<file path="config.mk">
export PLATFORM = sky130hd
export DESIGN_NAME = ih_gate_matvec
export DESIGN_NICKNAME = d
export VERILOG_FILES = /design/src/rtl/lstm_pkg.sv /design/src/rtl/mac_sat_unit.sv /design/src/rtl/ih_gate_matvec.sv
export SDC_FILE = /design/constraint.sdc
export NUM_CORES = 1
export LEC_CHECK = 0
export CORE_UTILIZATION = 45
export DETAILED_ROUTE_END_ITERATION = 8
export PLACE_DENSITY = 0.63
export SYNTH_ARGS = -nofsm -noshare
export SYNTH_HDL_FRONTEND = slang
export SYNTH_SLANG_ARGS = --single-unit
</file>
<file path="constraint.sdc">
create_clock -name clk -period 11.1 [get_ports clk]
set_clock_uncertainty 0.2 [all_clocks]
set_input_delay 1.665 -clock clk [delete_from_list [all_inputs] [get_ports clk]]
set_output_delay 1.665 -clock clk [all_outputs]
set_load 0.05 [all_outputs]
</file>
<file path="src/rtl/lstm_pkg.sv">
// Shared definitions for the LSTM gate datapath: FSM encoding, default
// Q-format and the shift-and-saturate helper used when results leave the accumulator.
package lstm_pkg;

    localparam int DEF_DATA_WIDTH = 16;
    localparam int DEF_FRAC_BITS  = 8;

    typedef enum logic [1:0] {
        ST_IDLE  = 2'd0,
        ST_FETCH = 2'd1,
        ST_DRAIN = 2'd2,
        ST_DONE  = 2'd3
    } state_t;

    // Arithmetic shift (floor) then clamp to a signed width-bit range.
    function automatic logic signed [63:0] sat_shift(input logic signed [63:0] acc,
                                                     input int frac,
                                                     input int width);
        logic signed [63:0] shifted;
        logic signed [63:0] max_val;
        logic signed [63:0] min_val;
        shifted = acc >>> frac;
        max_val = (64'sd1 <<< (width - 1)) - 64'sd1;
        min_val = -(64'sd1 <<< (width - 1));
        if (shifted > max_val) return max_val;
        if (shifted < min_val) return min_val;
        return shifted;
    endfunction

endpackage

</file>
<file path="src/rtl/mac_sat_unit.sv">
// Product register, row accumulator and saturating output register.
// Row-first/row-last flags arrive alongside the operands and travel with the product.
module mac_sat_unit
    import lstm_pkg::*;
#(
    parameter int DATA_WIDTH = DEF_DATA_WIDTH,
    parameter int FRAC_BITS  = DEF_FRAC_BITS,
    parameter int ACC_WIDTH  = 40,
    parameter int ROW_WIDTH  = 5
)(
    input  logic                  clk,
    input  logic                  rst_n,
    input  logic                  in_valid,
    input  logic                  in_first,
    input  logic                  in_last,
    input  logic [ROW_WIDTH-1:0]  in_row,
    input  logic [DATA_WIDTH-1:0] w_data,
    input  logic [DATA_WIDTH-1:0] x_data,
    output logic                  prod_valid,
    output logic                  result_valid,
    output logic [ROW_WIDTH-1:0]  result_index,
    output logic [DATA_WIDTH-1:0] result_data
);

    logic signed [2*DATA_WIDTH-1:0] prod;
    logic                           prod_first;
    logic                           prod_last;
    logic [ROW_WIDTH-1:0]           prod_row;
    logic signed [ACC_WIDTH-1:0]    acc;
    logic signed [ACC_WIDTH-1:0]    prod_ext;
    logic signed [ACC_WIDTH-1:0]    acc_next;

    always_comb begin
        prod_ext = ACC_WIDTH'(prod);
        acc_next = prod_first ? prod_ext : acc + prod_ext;
    end

    always_ff @(posedge clk) begin
        if (!rst_n) begin
            prod_valid   <= 1'b0;
            prod         <= '0;
            prod_first   <= 1'b0;
            prod_last    <= 1'b0;
            prod_row     <= '0;
            acc          <= '0;
            result_valid <= 1'b0;
            result_index <= '0;
            result_data  <= '0;
        end else begin
            prod_valid   <= in_valid;
            result_valid <= prod_valid && prod_last;
            if (in_valid) begin
                prod       <= (2*DATA_WIDTH)'($signed(w_data)) * (2*DATA_WIDTH)'($signed(x_data));
                prod_first <= in_first;
                prod_last  <= in_last;
                prod_row   <= in_row;
            end
            if (prod_valid) acc <= acc_next;
            // Output register takes the final sum directly so it lands with result_valid.
            if (prod_valid && prod_last) begin
                result_data  <= DATA_WIDTH'(sat_shift(64'(acc_next), FRAC_BITS, DATA_WIDTH));
                result_index <= prod_row;
            end
        end
    end

endmodule

</file>
<file path="src/rtl/ih_gate_matvec.sv">
// Input-hidden matrix-vector product for one LSTM gate: streams weights row-major
// from the gate weight memory, x from the x buffer, and emits one saturated result per row.
module ih_gate_matvec
    import lstm_pkg::*;
#(
    parameter int DATA_WIDTH   = DEF_DATA_WIDTH,
    parameter int FRAC_BITS    = DEF_FRAC_BITS,
    parameter int ADDR_WIDTH   = 10,
    parameter int X_ADDR_WIDTH = 5,
    parameter int INPUT_SIZE   = 30,
    parameter int HIDDEN_SIZE  = 20,
    parameter int ACC_WIDTH    = 40,
    localparam int ROW_WIDTH   = (HIDDEN_SIZE > 1) ? $clog2(HIDDEN_SIZE) : 1
)(
    input  logic                    clk,
    input  logic                    rst_n,
    input  logic                    start,
    output logic                    busy,
    output logic                    done,
    output logic                    w_read_enable,
    output logic [ADDR_WIDTH-1:0]   w_addr,
    input  logic [DATA_WIDTH-1:0]   w_data,
    output logic                    x_read_enable,
    output logic [X_ADDR_WIDTH-1:0] x_addr,
    input  logic [DATA_WIDTH-1:0]   x_data,
    output logic                    result_valid,
    output logic [ROW_WIDTH-1:0]    result_index,
    output logic [DATA_WIDTH-1:0]   result_data
);

    state_t                  state;
    state_t                  state_next;
    logic [ROW_WIDTH-1:0]    row;
    logic [X_ADDR_WIDTH-1:0] col;
    logic [ADDR_WIDTH-1:0]   addr;
    logic                    col_last;
    logic                    row_last;
    logic                    op_valid;
    logic                    op_first;
    logic                    op_last;
    logic [ROW_WIDTH-1:0]    op_row;
    logic                    prod_valid;

    assign col_last = (col == X_ADDR_WIDTH'(INPUT_SIZE - 1));
    assign row_last = (row == ROW_WIDTH'(HIDDEN_SIZE - 1));

    always_ff @(posedge clk) begin
        if (!rst_n) state <= ST_IDLE;
        else        state <= state_next;
    end

    always_comb begin
        state_next    = state;
        w_read_enable = 1'b0;
        busy          = 1'b0;
        done          = 1'b0;
        case (state)
            ST_IDLE: begin
                if (start) state_next = ST_FETCH;
            end
            ST_FETCH: begin
                w_read_enable = 1'b1;
                busy          = 1'b1;
                if (row_last && col_last) state_next = ST_DRAIN;
            end
            ST_DRAIN: begin
                busy = 1'b1;
                // Empty once neither the operand nor the product stage holds data.
                if (!op_valid && !prod_valid) state_next = ST_DONE;
            end
            ST_DONE: begin
                done       = 1'b1;
                state_next = ST_IDLE;
            end
            default: state_next = ST_IDLE;
        endcase
    end

    assign x_read_enable = w_read_enable;
    assign w_addr        = addr;
    assign x_addr        = col;

    always_ff @(posedge clk) begin
        if (!rst_n || state == ST_IDLE) begin
            row  <= '0;
            col  <= '0;
            addr <= '0;
        end else if (state == ST_FETCH) begin
            addr <= addr + ADDR_WIDTH'(1);
            if (col_last) begin
                col <= '0;
                row <= row + ROW_WIDTH'(1);
            end else begin
                col <= col + X_ADDR_WIDTH'(1);
            end
        end
    end

    // Flags for the address issued this cycle, aligned with the 1-cycle memory latency.
    always_ff @(posedge clk) begin
        if (!rst_n) begin
            op_valid <= 1'b0;
            op_first <= 1'b0;
            op_last  <= 1'b0;
            op_row   <= '0;
        end else begin
            op_valid <= (state == ST_FETCH);
            op_first <= (col == '0);
            op_last  <= col_last;
            op_row   <= row;
        end
    end

    mac_sat_unit #(
        .DATA_WIDTH (DATA_WIDTH),
        .FRAC_BITS  (FRAC_BITS),
        .ACC_WIDTH  (ACC_WIDTH),
        .ROW_WIDTH  (ROW_WIDTH)
    ) u_mac (
        .clk          (clk),
        .rst_n        (rst_n),
        .in_valid     (op_valid),
        .in_first     (op_first),
        .in_last      (op_last),
        .in_row       (op_row),
        .w_data       (w_data),
        .x_data       (x_data),
        .prod_valid   (prod_valid),
        .result_valid (result_valid),
        .result_index (result_index),
        .result_data  (result_data)
    );

endmodule

</file>
==> run_results.csv <==
group,metric,value,unit
setup_path,reg2reg_depth,14,
outcome,outcome,"finished, final reports clean",
drt,routed_wire_length_per_instance,15.7,µm
setup_path,timing.critical_path.max_delay_family,"adder cells",
placed_design,finalWeightedCongestion,0.873,
synth,synthesis.nets,2423,
synth,syn-instance-count,1995,
drt,routed_wl,39800,µm
synth,synth_area_leader_cell,"sky130_fd_sc_hd__fa_1",
synth,ys_ff_latch,132,
die,ioPinCount,76,
synth,netlist_area,17200,µm²
die,design.die.area,39100,µm²
setup_path,cp_common_cell,"sky130_fd_sc_hd__fa_1",
setup_path,reg2reg_from,"u_mac.acc[1]",
global_route,gr_ovfl_total,0,
synth,yosysTopAreaCellShare,30.5,%
die,chip_width,198,µm
synth,postSynthAreaPerCell,8.64,µm²
sta,tightestPinTransition,0.954,ns
cts,postCtsSetupBuffers,0,
die,initial_core_util,45.8,%
setup_path,cp_num_cells,21,
global_route,grtUsageTotal,21.4,%
drt,firstDrtPassIters,7,
setup_path,worst-r2r-setup-slack,6.73,ns
sta,drv_slew,0,
setup_path,worstSetupStartpointType,"input port",
drt,route.antenna.remaining_nets,0,
sta,setup_tns,0,ns
cts,clock_path_buffers,2,
placed_design,dp_hpwl,31100,µm
synth,synth_most_common_cell,"sky130_fd_sc_hd__inv_1",
global_route,largest_net_degree_at_the_start_of_global_routing,78,
global_route,grt_pass1_wl,66800,µm
synth,synth_ff_type,"sky130_fd_sc_hd__dfxtp_1",
setup_path,path_buf_inv,4,
final_layout,postLayoutCoreUtil,50.4,%
setup_path,cp_capture_type,"register",
drt,detail_route.vias_per_cell,5.25,
synth,synth_edf_count,0,
final_layout,antenna_cells,0,
cts,htree_num_levels,4,
setup_path,r2r-end,"u_mac.result_data[5]",
drt,vias,13300,
drt,post-route-drc-count,0,
cts,cts.reportedPaths.clkPinSlew,0.06,ns
synth,number_of_distinct_library_cells_after_synthesis,63,
die,floorplan.die.height,198,µm
synth,cells_taking_the_most_area_after_synthesis,"sky130_fd_sc_hd__fa_1 31%, sky130_fd_sc_hd__dfxtp_1 15%, sky130_fd_sc_hd__ha_1 9.4%",
hold_path,worstHoldPathType,"reg -> reg",
global_route,antenna_violations_before_repair,0,
synth,synth-seq-area-share,15.3,%
setup_path,critical_path_required,11.25,ns
drt,drtIter0Drc,681,
cts,clock_sink_count,132,
setup_path,timing_worst_setup_path_type,"in -> reg",
die,placeableCoreArea,37700,µm²
placed_design,port-buffer-count,75,
sta,layout_worst_path_cycle_share,79.9,%
final_layout,layout.nets,2443,
synth,synthesis.yosys.warnings,0,
cts,tritoncts.num_buffers,17,
die,row_count,71,
setup_path,timing.critical_path.cells,"clkdlybuf4s50_1 -> nand2_1 -> fa_1 -> inv_1 -> fa_1 -> fa_1 -> fa_1 -> fa_1 -> inv_1 -> fa_1 -> inv_1 -> ha_1 -> a21oi_1 -> nand2_1 -> o31ai_2 -> nor2b_1 -> a311o_1 -> a21oi_2 -> nor2b_1 -> or4_1 -> a31oi_1",
global_route,first_global_vias,13500,
cts,tritoncts,"done",
synth,synth.cells.most_frequent,"329 x sky130_fd_sc_hd__inv_1, 263 x sky130_fd_sc_hd__fa_1, 220 x sky130_fd_sc_hd__nand2_1",
cts,ctsRootBufferMaster,"sky130_fd_sc_hd__clkbuf_16",
cts,cts_hold_repair.buffers,0,
sta,max_slew_margin,36.3,%
setup_path,critical_path.slowest_cell,"sky130_fd_sc_hd__clkdlybuf4s50_1",
sta,maxClockFrequency,113,MHz
setup_path,cp.arrival,9.02,ns
setup_path,path_max_fanout,16,
cts,resize_count_post_cts,0,
sta,setup_viol,0,
sta,fin_crit,8.87,ns
sta,hold_viol,0,
setup_path,cp-startpoint,"x_data[1]",
setup_path,timing.critical_path.slowest_cell_delay,0.87,ns
synth,synthArstFlopShare,0,%
job,timing.max_cap.violations,0,
cts,clock_network_latency_to_the_later_pin_of_the_worst_skew_pair,0.43,ns
final_layout,ratio_of_cells_with_drive_above_1_in_the_final_layout,2.71,%
sta,rsz0062_at_grt,"false",
setup_path,worstSetupEndpoint,"u_mac.prod[31]",
final_layout,areaGrowthSynthToFinish,10.2,%
[cells by family (layout without fill, tap and decap cells)]
| group | Yosys count | after routing | synth area share, % |
|---|---|---|---|
| buf+inv | 410 | 443 | 8.99 |
| flops | 132 | 132 | 15.3 |
| mux | 55 | 55 | 3.19 |
| compound gates | 295 | 295 | 10.9 |
| xor+xnor | 79 | 79 | 4.01 |
| simple gates | 631 | 631 | 17.6 |
| fa+ha+maj | 393 | 393 | 40.0 |
[cell usage in the layout, fill, tap and decap left out, types with 9 or more instances in the layout]
cell	netlist	layout
sky130_fd_sc_hd__dfxtp_1	132	129
sky130_fd_sc_hd__fa_1	263	263
sky130_fd_sc_hd__o21ai_0	64	64
sky130_fd_sc_hd__xnor2_1	47	47
sky130_fd_sc_hd__and3_1	15	15
sky130_fd_sc_hd__and2_1	131	131
sky130_fd_sc_hd__nor2_1	143	143
sky130_fd_sc_hd__xor2_1	32	32
sky130_fd_sc_hd__a21o_1	35	35
sky130_fd_sc_hd__a21oi_1	71	71
sky130_fd_sc_hd__a31oi_1	12	12
sky130_fd_sc_hd__nand2b_1	33	33
sky130_fd_sc_hd__o211ai_1	10	10
sky130_fd_sc_hd__a211oi_1	24	24
sky130_fd_sc_hd__nand4_1	16	16
sky130_fd_sc_hd__inv_1	329	328
sky130_fd_sc_hd__o21ai_1	9	9
sky130_fd_sc_hd__nand2_1	220	220
sky130_fd_sc_hd__nand3_1	22	22
sky130_fd_sc_hd__ha_1	130	130
sky130_fd_sc_hd__clkbuf_16	0	17
sky130_fd_sc_hd__nor3_1	11	11
sky130_fd_sc_hd__o22ai_1	18	18
sky130_fd_sc_hd__clkdlybuf4s50_1	0	75
sky130_fd_sc_hd__o21a_1	9	9
sky130_fd_sc_hd__mux2i_1	55	55
[metrics by stage]
step	instance area, µm²	hold slack, ns	setup WS, ns	cells
2_1_floorplan	17200	0.231	2.93	1995
3_3_place_gp	18400	0.238	1.83	2507
3_5_place_dp	18400	0.246	1.72	2507
4_1_cts	19000	0.257	2.16	2539
5_1_grt	19000	0.288	1.73	2539
6_report	19000	0.255	2.23	2539
[sequential cells by signal, indices dropped and copies added, names as in the netlist, 2 cells and up]
name                count
state                   2
w_addr                 10
u_mac.result_data      16
u_mac.result_index      5
u_mac.prod             32
row                     5
op_row                  5
u_mac.acc              40
u_mac.prod_row          5
x_addr                  5
[worst min path at each step]
stage,from,endpoint,slack [ns],depth (start not counted)
5_1_grt,u_mac.prod_row[1],u_mac.result_index[1],0.29,2
3_5_place_dp,u_mac.prod_row[1],u_mac.result_index[1],0.25,2
3_3_place_gp,u_mac.prod_row[3],u_mac.result_index[3],0.24,2
6_report,u_mac.prod_row[1],u_mac.result_index[1],0.25,2
2_1_floorplan,u_mac.prod_row[0],u_mac.result_index[0],0.23,2
4_1_cts,u_mac.prod_row[3],u_mac.result_index[3],0.26,2
[worst reg2reg max path, delay by kind of cell (launching register included)]
family	cells	cell delay, ns
mux	2	0.72
simple gates	3	0.69
flops	1	0.33
compound gates	7	1.82
buf+inv	1	0.22
fa+ha+maj	1	0.31
[layer usage]
layer  GRT usage (%)  vias to the layer above  wire length (µm)
li1                -                     6399                 -
met1            28.2                     6686             17800
met2            37.6                      211             20300
met3            2.45                       38              1110
met4            5.05                        0               639
met5               0                        -                 0
[cell type report]
cell class                      instances  area (µm²)
Clock inverter                         13         171
Inverter                              329        1230
Fill cell                            3667       18700
Tap cell                              511         639
Multi-Input combinational cell       1453       13100
Sequential cell                       132        2650
Timing Repair Buffer                   82         803
Clock buffer                           19         453
Power is not shown: default switching activity piles up to over one toggle a cycle in this logic, so the estimate is an artifact.
